===== config.mk =====
export PLATFORM = sky130hd
export DESIGN_NAME = input_conditioner
export DESIGN_NICKNAME = d
export VERILOG_FILES = /design/src/rtl/input_cond_pkg.sv /design/src/rtl/input_cond_ch.sv /design/src/rtl/input_conditioner.sv
export SDC_FILE = /design/constraint.sdc
export NUM_CORES = 1
export LEC_CHECK = 0
export CORE_UTILIZATION = 30
export DETAILED_ROUTE_END_ITERATION = 6
export DONT_BUFFER_PORTS = 1
export PLACE_DENSITY = 0.43
export SYNTH_ARGS = -nofsm -noshare
export SYNTH_HDL_FRONTEND = slang
export SYNTH_SLANG_ARGS = --single-unit

===== constraint.sdc =====
create_clock -name clk -period 1.8 [get_ports clk]
set_input_delay 0.36 -clock clk [delete_from_list [all_inputs] [get_ports clk]]
set_output_delay 0.36 -clock clk [all_outputs]
set_load 0.02 [all_outputs]

===== src/rtl/input_cond_pkg.sv =====
// Shared types and helpers for the input conditioner.
// Latency: n/a (package only).
// Backpressure: n/a.
package input_cond_pkg;

  // Per-channel hold tracker states.
  typedef enum logic [1:0] {
    IDLE = 2'd0,
    HOLD = 2'd1,
    RPT  = 2'd2
  } hold_state_t;

  // Bits needed to hold values 0..max_val; never narrower than one bit.
  function automatic int cnt_w(input int max_val);
    return (max_val < 1) ? 1 : $clog2(max_val + 1);
  endfunction

endpackage


===== src/rtl/input_cond_ch.sv =====
// One pad channel: synchroniser, tick-based debounce, edge events, hold/repeat tracker.
// Latency: SYNC clocks of synchronisation plus DB_CNT ticks of debounce; all outputs registered.
// Backpressure: none; pads are sampled every clock and events are fire-and-forget pulses.
module input_cond_ch
  import input_cond_pkg::*;
#(
  parameter int   SYNC   = 2,
  parameter logic DS_BIT = 1'b0,
  parameter int   DB_CNT = 4,
  parameter int   LP_CNT = 8,
  parameter int   RP_CNT = 4
) (
  input  logic clk,
  input  logic rst_n,
  input  logic pad_i,
  input  logic tick_i,
  output logic o_o,
  output logic press_o,
  output logic release_o,
  output logic long_o,
  output logic rpt_o
);

  localparam int DBW = cnt_w(DB_CNT);
  localparam int HW  = cnt_w((LP_CNT > RP_CNT) ? LP_CNT : RP_CNT);
  localparam logic [DBW-1:0] DB_MAX = DBW'(DB_CNT - 1);
  localparam logic [HW-1:0]  LP_MAX = HW'(LP_CNT - 1);
  // Only consulted when repeat is enabled (RP_CNT != 0).
  localparam logic [HW-1:0]  RP_MAX = HW'(RP_CNT - 1);

  logic [SYNC-1:0] sync_q;
  logic            act;
  logic [DBW-1:0]  db_cnt_q, db_cnt_d;
  logic            toggle;
  logic            o_q, o_d;
  logic            press_q, press_d;
  logic            release_q, release_d;
  logic            long_q, long_d;
  logic            rpt_q, rpt_d;
  hold_state_t     state_q, state_d;
  logic [HW-1:0]   h_cnt_q, h_cnt_d;
  logic            parked_q, parked_d;

  // Synchroniser preloads the idle level so reset never looks like a press.
  always_ff @(posedge clk or negedge rst_n) begin
    if (!rst_n) sync_q <= {SYNC{DS_BIT}};
    else        sync_q <= {sync_q[SYNC-2:0], pad_i};
  end

  // Active-high view of the pad regardless of pad polarity.
  assign act = sync_q[SYNC-1] ^ DS_BIT;

  // Debounce: count mismatching ticks, any agreeing clock restarts the count.
  always_comb begin
    db_cnt_d = db_cnt_q;
    toggle   = 1'b0;
    if (act == o_q) begin
      db_cnt_d = '0;
    end else if (tick_i) begin
      if (db_cnt_q == DB_MAX) begin
        toggle   = 1'b1;
        db_cnt_d = '0;
      end else begin
        db_cnt_d = db_cnt_q + 1'b1;
      end
    end
  end

  assign o_d       = o_q ^ toggle;
  assign press_d   = toggle & ~o_q;
  assign release_d = toggle & o_q;

  // Hold tracker: long after LP_CNT ticks held, then rpt every RP_CNT ticks.
  always_comb begin
    state_d  = state_q;
    h_cnt_d  = h_cnt_q;
    parked_d = parked_q;
    long_d   = 1'b0;
    rpt_d    = 1'b0;
    case (state_q)
      IDLE: begin
        if (press_d) begin
          state_d  = HOLD;
          h_cnt_d  = '0;
          parked_d = 1'b0;
        end
      end
      HOLD: begin
        if (tick_i && !parked_q) begin
          if (h_cnt_q == LP_MAX) begin
            long_d  = 1'b1;
            h_cnt_d = '0;
            if (RP_CNT != 0) state_d  = RPT;
            else             parked_d = 1'b1;
          end else begin
            h_cnt_d = h_cnt_q + 1'b1;
          end
        end
      end
      RPT: begin
        if (tick_i) begin
          if (h_cnt_q == RP_MAX) begin
            rpt_d   = 1'b1;
            h_cnt_d = '0;
          end else begin
            h_cnt_d = h_cnt_q + 1'b1;
          end
        end
      end
      default: state_d = IDLE;
    endcase
    // Released (or never pressed): drop back to idle and suppress events this cycle.
    if (!o_d) begin
      state_d  = IDLE;
      h_cnt_d  = '0;
      parked_d = 1'b0;
      long_d   = 1'b0;
      rpt_d    = 1'b0;
    end
  end

  // State, counters and registered event pulses.
  always_ff @(posedge clk or negedge rst_n) begin
    if (!rst_n) begin
      db_cnt_q  <= '0;
      o_q       <= 1'b0;
      press_q   <= 1'b0;
      release_q <= 1'b0;
      long_q    <= 1'b0;
      rpt_q     <= 1'b0;
      state_q   <= IDLE;
      h_cnt_q   <= '0;
      parked_q  <= 1'b0;
    end else begin
      db_cnt_q  <= db_cnt_d;
      o_q       <= o_d;
      press_q   <= press_d;
      release_q <= release_d;
      long_q    <= long_d;
      rpt_q     <= rpt_d;
      state_q   <= state_d;
      h_cnt_q   <= h_cnt_d;
      parked_q  <= parked_d;
    end
  end

  assign o_o       = o_q;
  assign press_o   = press_q;
  assign release_o = release_q;
  assign long_o    = long_q;
  assign rpt_o     = rpt_q;

endmodule


===== src/rtl/input_conditioner.sv =====
// Button/switch front-end: shared prescaler tick plus IW independent conditioned channels.
// Latency: SYNC + up to PRE*DB_CNT clocks from pad change to o/press/release.
// Backpressure: none; outputs are level state and single-cycle pulses.
module input_conditioner
  import input_cond_pkg::*;
#(
  parameter int            IW     = 1,
  parameter logic [IW-1:0] DS     = {IW{1'b0}},
  parameter int            SYNC   = 2,
  parameter int            PRE    = 1,
  parameter int            DB_CNT = 4,
  parameter int            LP_CNT = 8,
  parameter int            RP_CNT = 4
) (
  input  logic          clk,
  input  logic          rst_n,
  input  logic [IW-1:0] i_i,
  output logic [IW-1:0] o_o,
  output logic [IW-1:0] press_o,
  output logic [IW-1:0] release_o,
  output logic [IW-1:0] long_o,
  output logic [IW-1:0] rpt_o
);

  // Parameter sanity: a bad configuration must not elaborate.
  if (IW < 1)     begin : g_bad_iw   $error("input_conditioner: IW must be >= 1");     end
  if (SYNC < 2)   begin : g_bad_sync $error("input_conditioner: SYNC must be >= 2");   end
  if (PRE < 1)    begin : g_bad_pre  $error("input_conditioner: PRE must be >= 1");    end
  if (DB_CNT < 1) begin : g_bad_db   $error("input_conditioner: DB_CNT must be >= 1"); end
  if (LP_CNT < 1) begin : g_bad_lp   $error("input_conditioner: LP_CNT must be >= 1"); end
  if (RP_CNT < 0) begin : g_bad_rp   $error("input_conditioner: RP_CNT must be >= 0"); end

  localparam int PW = cnt_w(PRE);
  localparam logic [PW-1:0] PRE_MAX = PW'(PRE - 1);

  logic [PW-1:0] pre_cnt_q, pre_cnt_d;
  logic          tick;

  // Tick on the last count of each prescaler period; PRE=1 ticks every clock.
  assign tick      = (pre_cnt_q == PRE_MAX);
  assign pre_cnt_d = tick ? '0 : pre_cnt_q + 1'b1;

  // Prescaler counter.
  always_ff @(posedge clk or negedge rst_n) begin
    if (!rst_n) pre_cnt_q <= '0;
    else        pre_cnt_q <= pre_cnt_d;
  end

  for (genvar g = 0; g < IW; g++) begin : g_ch
    input_cond_ch #(
      .SYNC   (SYNC),
      .DS_BIT (DS[g]),
      .DB_CNT (DB_CNT),
      .LP_CNT (LP_CNT),
      .RP_CNT (RP_CNT)
    ) u_ch (
      .clk       (clk),
      .rst_n     (rst_n),
      .pad_i     (i_i[g]),
      .tick_i    (tick),
      .o_o       (o_o[g]),
      .press_o   (press_o[g]),
      .release_o (release_o[g]),
      .long_o    (long_o[g]),
      .rpt_o     (rpt_o[g])
    );
  end

endmodule

# == After elaboration in Yosys (flattened, before gate mapping) ==
# Index checks and enable logic that the tools add are counted.
# totals
register_bits,18
input_bits,3
out_inout_bits,5
wordCells,70
# classes
add_sub_neg,3
n_eq_ne,15
n_mux,30
n_bitwise,5
reduce_logical,6
# op_table
op,n
two-way mux 4 bit,6
two-way mux 1 bit,15
inequality test 3 bit (second input constant),4
one-hot mux 4 bit (3 select lines),1
two-way mux 3 bit,3
two-way mux 2 bit,4
AND reduction 4 bit,2
inequality test 2 bit (second input constant),3
one-hot mux 2 bit (3 select lines),1
adder 4 x 1 -> 4 bit (second input constant),1
equality test 4 x 2 -> 1 bit (second input constant),1
equality test 4 x 3 -> 1 bit (second input constant),1
inequality test 4 bit (second input constant),1
adder 3 x 1 -> 3 bit (second input constant),1
equality test 3 x 2 -> 1 bit (second input constant),1
bitwise AND 1 bit,2
equality test 2 x 1 -> 1 bit (second input constant),1
equality test 2 bit (second input constant),1
logical NOT 2 bit,1
inequality test 2 x 1 -> 1 bit (second input constant),1
inverter 1 bit,2
AND reduction 2 bit,1
adder 1 bit (second input constant),1
equality test 1 bit,1
other kinds (3),3

# == Depth between registers and ports, before layout ==
# depth
depth_word,8
mapped_depth,6
mapped_depth_nobuf,6

# == Modules after synthesis ==
# Synthesis repeated with hierarchy kept, for this count alone.
# unflattened
hier_cells,80
hier_area_um2,890.9
# by_module_without_submodules
mod,instances,cells_each,area_each_um2,seq_area_each_um2
input_cond_ch,1,79,887.1,400.4
input_conditioner,1,1,3.8,0.0

# == Worst setup path before layout ==
# OpenSTA, ideal clock, no wires.
# synth_timing
path_type,reg2reg
startpoint,reg g_ch[0].u_ch.state_q[0]
endpoint,reg g_ch[0].u_ch.h_cnt_q[0]
setup_ns,0.125
arrival_time_ns,1.448
required_time_ns,1.675
slack_ns,0.227
path_stages_with_launch,7
path_buffers,0
period_less_slack_ns,1.573
cell_sequence,dfrtp_1 > inv_1 > ha_1 > and2_1 > a211oi_1 > nor4_4 > mux2_4
# synth_via
elab_chain_cells,3
elab_cells_between_ends,10
cone_classes,6 x eq/ne; 2 x mux; 2 x reduce/logical
# synth_rtl
element,line,source
from (decl),input_cond_ch.sv:40,"hold_state_t state_q, state_d;"
from (signal assigned),input_cond_ch.sv:141,state_q <= state_d;
"equality test 2 x 1 -> 1 bit, or another cell as far along",input_cond_ch.sv:80,case (state_q)
"inequality test 4 bit (no line), or another cell as far along",n/a,
AND reduction 4 bit (no line) / two-way mux 4 bit (equally long branches),n/a,
to (signal assigned),input_cond_ch.sv:142,h_cnt_q <= h_cnt_d;
to (decl),input_cond_ch.sv:41,"logic [HW-1:0] h_cnt_q, h_cnt_d;"
# Several ways; a longest one is shown, not always the timed one.
# A chain may end at the register's enable or synchronous reset.

# == Worst setup path after layout ==
# layout_timing
startpoint,reg g_ch[0].u_ch.db_cnt_q[0]
endpoint,reg g_ch[0].u_ch.h_cnt_q[0]
# layout_via
elab_chain_cells,7
elab_cells_between_ends,12
cone_classes,5 x eq/ne; 4 x mux; 2 x bitwise; 1 x reduce/logical
# layout_rtl
element,line,source
from (decl),input_cond_ch.sv:33,"logic [DBW-1:0] db_cnt_q, db_cnt_d;"
from (signal assigned),input_cond_ch.sv:135,db_cnt_q <= db_cnt_d;
equality test 3 x 2 -> 1 bit *,input_cond_ch.sv:60,if (db_cnt_q == DB_MAX) begin
two-way mux 1 bit *,input_cond_ch.sv:60,
two-way mux 1 bit *,input_cond_ch.sv:59,end else if (tick_i) begin
two-way mux 1 bit *,input_cond_ch.sv:57,if (act == o_q) begin
XOR 1 bit / bitwise AND 1 bit (equally long branches),"input_cond_ch.sv:69, input_cond_ch.sv:70",
inequality test 4 bit (no line) / inequality test 3 bit (equally long branches),n/a,
AND reduction 4 bit (no line),n/a,
# Mark *: on every way between the ends. The rest lies on a longest branch, timed or not.

==> impl_results.md <==
* Tot GR Track Use at 0.119
* Initial Util at 0.321
* Commonest non-fill, non-tap cells in the layout: dfrtp_1 (16), inv_1 (6), ha_1 (6)
* Synth Flop Type: dfrtp_1
* Commonest non-fill, non-tap cell in the layout: dfrtp_1
* Period utilization at 0.938
* Setup TNS at 0 ns
* Crit. Startpoint: g_ch[0].u_ch.db_cnt_q[0]
* Crit path time final at 1.69 ns
* DPL Wire Length at 1.00 mm
* Skew-Pair Late Insertion Delay at 0.28 ns
* Die Width at 53.7 um
* CTS Buffer Depth at 2
* Final nets at 85
* Post-Synth Adder-Cell Area at 0.0935
* Inserted Diodes at 0
* Layout cell share with drive strength beyond 1 at 0.133
* Worst EP arrival at 1.87 ns
* Slew @ Worst Pin at 0.743 ns
* Core area at 2500 sq um
* Post-synthesis compound-gate area fraction at 0.151
* DRT iter0 DRCs at 14
* CP max stage cell: mux2i_4
* Met2 usage at 0.160
* WP data required at 1.98 ns
* Hold path start: i_i
* Kind of critical path: reg -> reg
* Main combinational cell family by area after synthesis: simple AND/OR/NAND/NOR gates
* I/O pins at 8
* Post-route cell area at 902 sq um
* Net count after synthesis at 77
* Vias in the first global route at 480
* Slew Limit Fails at 0
* Worst clock skew at 0.00858 ns
* Synth top area cells: dfrtp_1 (50%), ha_1 (9.3%), inv_1 (2.8%), mux2i_4 (2.8%), nor3b_1 (2.8%)
* WL per Instance at 13.3 um
* First-pass DRT Iterations at 3
* Reg clk slew, reported paths at 0.10 ns
* GRT busiest layer: met1
* Netlist cell types at 30
* Mean Syn Cell Area at 11.8 sq um
* Port-buffer cells at 0
* Reg2reg end: g_ch[0].u_ch.h_cnt_q[0]
* Via/cell ratio at 4.91
* FF-to-FF path depth at 5
* Hold Path Class: in -> reg
* WP buf/inv at 0
* Hold endpoint: g_ch[0].u_ch.sync_q[0]
* Post-synthesis sequential area ratio at 0.498
* Final setup vio count at 0
* Post-CTS resize count at 0
* Peak VDD IR at 782 uV
* Status: complete, no violations
* Initial antenna violation count at 0
* Cts bufs inserted at 3
* Site row count at 18
* Post-route DRC at 0
* Aggregate routed wire length at 1.39 mm
* Synthesis Warnings at 0
* Mux share of post-synthesis cell area at 0.0467
* Asr flop ratio synth at 1.00
* Worst hold margin at 0.102 ns
* Routed via count at 516
* Area delta synth->final at 12.3%
* Number of flops mapped to enable cells by yosys at 0
* CTS tree: done
* Die area at 2890 sq um
* Final hold vios at 0
* RSZ-0062 raised after global routing: false
* Reg2reg setup slack at 0.11 ns
* Synth area leader: dfrtp_1
* Netlist Area Pre-Place at 803 sq um
* Fmax at 592 MHz
* Synth top area share at 0.498
* Worst r2r src: g_ch[0].u_ch.db_cnt_q[0]
* Clock root cell: clkbuf_4
* Hold Crit Depth at 0
* Power density cells at 1380 nW/um^2
* Met1 usage at 0.167
* Clock Sinks at 16
* Post-synthesis cell count at 68
* Crit path max fanout at 10
* DRT antenna net count at 0
* Post-Synth XOR/XNOR Area at 0.0109
* H-Tree Depth at 1
* Met3 Use GR at 0.0424
* Crit-path cells: ha_1 > nand2b_4 > mux2i_4 > o21ai_1 > mux2_4
* Pleak at 0.401 nW
* Critical path launch point type: flip-flop
* Worst path max stage delay at 0.40 ns
* Placer Congestion at 0.713
* Post-synthesis simple-gate area fraction at 0.171
* Post-layout power at 1.25 mW
* Post-synthesis register bit count at 16
* Total gr overflow at 0
* CP Capture Type: flip-flop
* Largest net degree at the start of global routing at 17
* Max Cap Viol at 0
* Dpl cell area at 856 sq um
* Max_slew headroom at 0.503
* CP delay by family, top: multiplexers
* First-pass GRT wire length at 2.33 mm
* Die height at 53.7 um
[synth_stat cells (2+ instances only)]
cell type	count
ha_1	6
nor2b_1	2
a21oi_1	3
o21ai_1	3
inv_1	6
nor3b_1	3
dfrtp_1	16
nand2_1	2
a211oi_1	2
a22o_1	2
nor3_1	3
o21ai_0	2
[routing by layer]
layer | vias to the layer above | routed length, um
met1 | 243 | 773
li1 | 261 | -
met2 | 10 | 536
met4 | 0 | 15
met5 | - | 0
met3 | 2 | 67
[registers in the layout (all words and copies together), names as in the netlist]
register / flops
g_ch.u_ch.state_q: 2
g_ch.u_ch.sync_q: 2
g_ch.u_ch.o_o: 1
g_ch.u_ch.rpt_o: 1
g_ch.u_ch.press_o: 1
g_ch.u_ch.h_cnt_q: 4
g_ch.u_ch.release_o: 1
g_ch.u_ch.long_o: 1
g_ch.u_ch.db_cnt_q: 3
[kinds of logic after synthesis]
group / Yosys count
AND/OR/NAND/NOR: 19
AO/OA/AOI/OAI: 18
flip-flops: 16
buffers and inverters: 6
adder cells (fa/ha/maj): 6
multiplexers: 2
XOR/XNOR: 1
[power by group]
group | leakage [nW] | internal, mW | total [mW] | switching, mW
sequential | 0.214 | 0.416 | 0.494 | 0.0779
combinational | 0.166 | 0.223 | 0.518 | 0.295
clock | 0.0210 | 0.123 | 0.234 | 0.111
[cell type report]
cell class / count / area, sq um
Multi-Input combinational cell: 46 / 380
Sequential cell: 16 / 400
Clock buffer: 4 / 36.3
Tap cell: 30 / 37.5
Inverter: 6 / 22.5
Timing Repair Buffer: 3 / 25.0
Fill cell: 230 / 1600
[timing repair]
action / in CTS / in global routing
buffers inserted: 0 / 0
hold buffers: 1 / 0
endpoints found under the hold margin: 16 / 0
[worst max-delay path by stage]
stage                         endpoint  slack (ns)  depth (start not counted)
4_1_cts        g_ch[0].u_ch.h_cnt_q[0]        0.10                          5
5_1_grt        g_ch[0].u_ch.h_cnt_q[0]        0.02                          5
2_1_floorplan  g_ch[0].u_ch.h_cnt_q[0]        0.23                          6
3_3_place_gp   g_ch[0].u_ch.h_cnt_q[0]        0.13                          5
3_5_place_dp   g_ch[0].u_ch.h_cnt_q[0]        0.11                          5
6_report       g_ch[0].u_ch.h_cnt_q[0]        0.11                          5
[through the flow]
| step | setup WS (ns) | std cells | util |
|---|---|---|---|
| after CTS | 0.104 | 105 | 0.361 |
| after floorplan | 0.227 | 68 | - |
| after global routing | 0.0176 | 105 | 0.361 |
| final | 0.112 | 105 | 0.361 |
| after global placement | 0.127 | 100 | 0.342 |
| after detailed placement | 0.112 | 100 | 0.342 |
No activity file was read; power rests on OpenSTA's default activity.
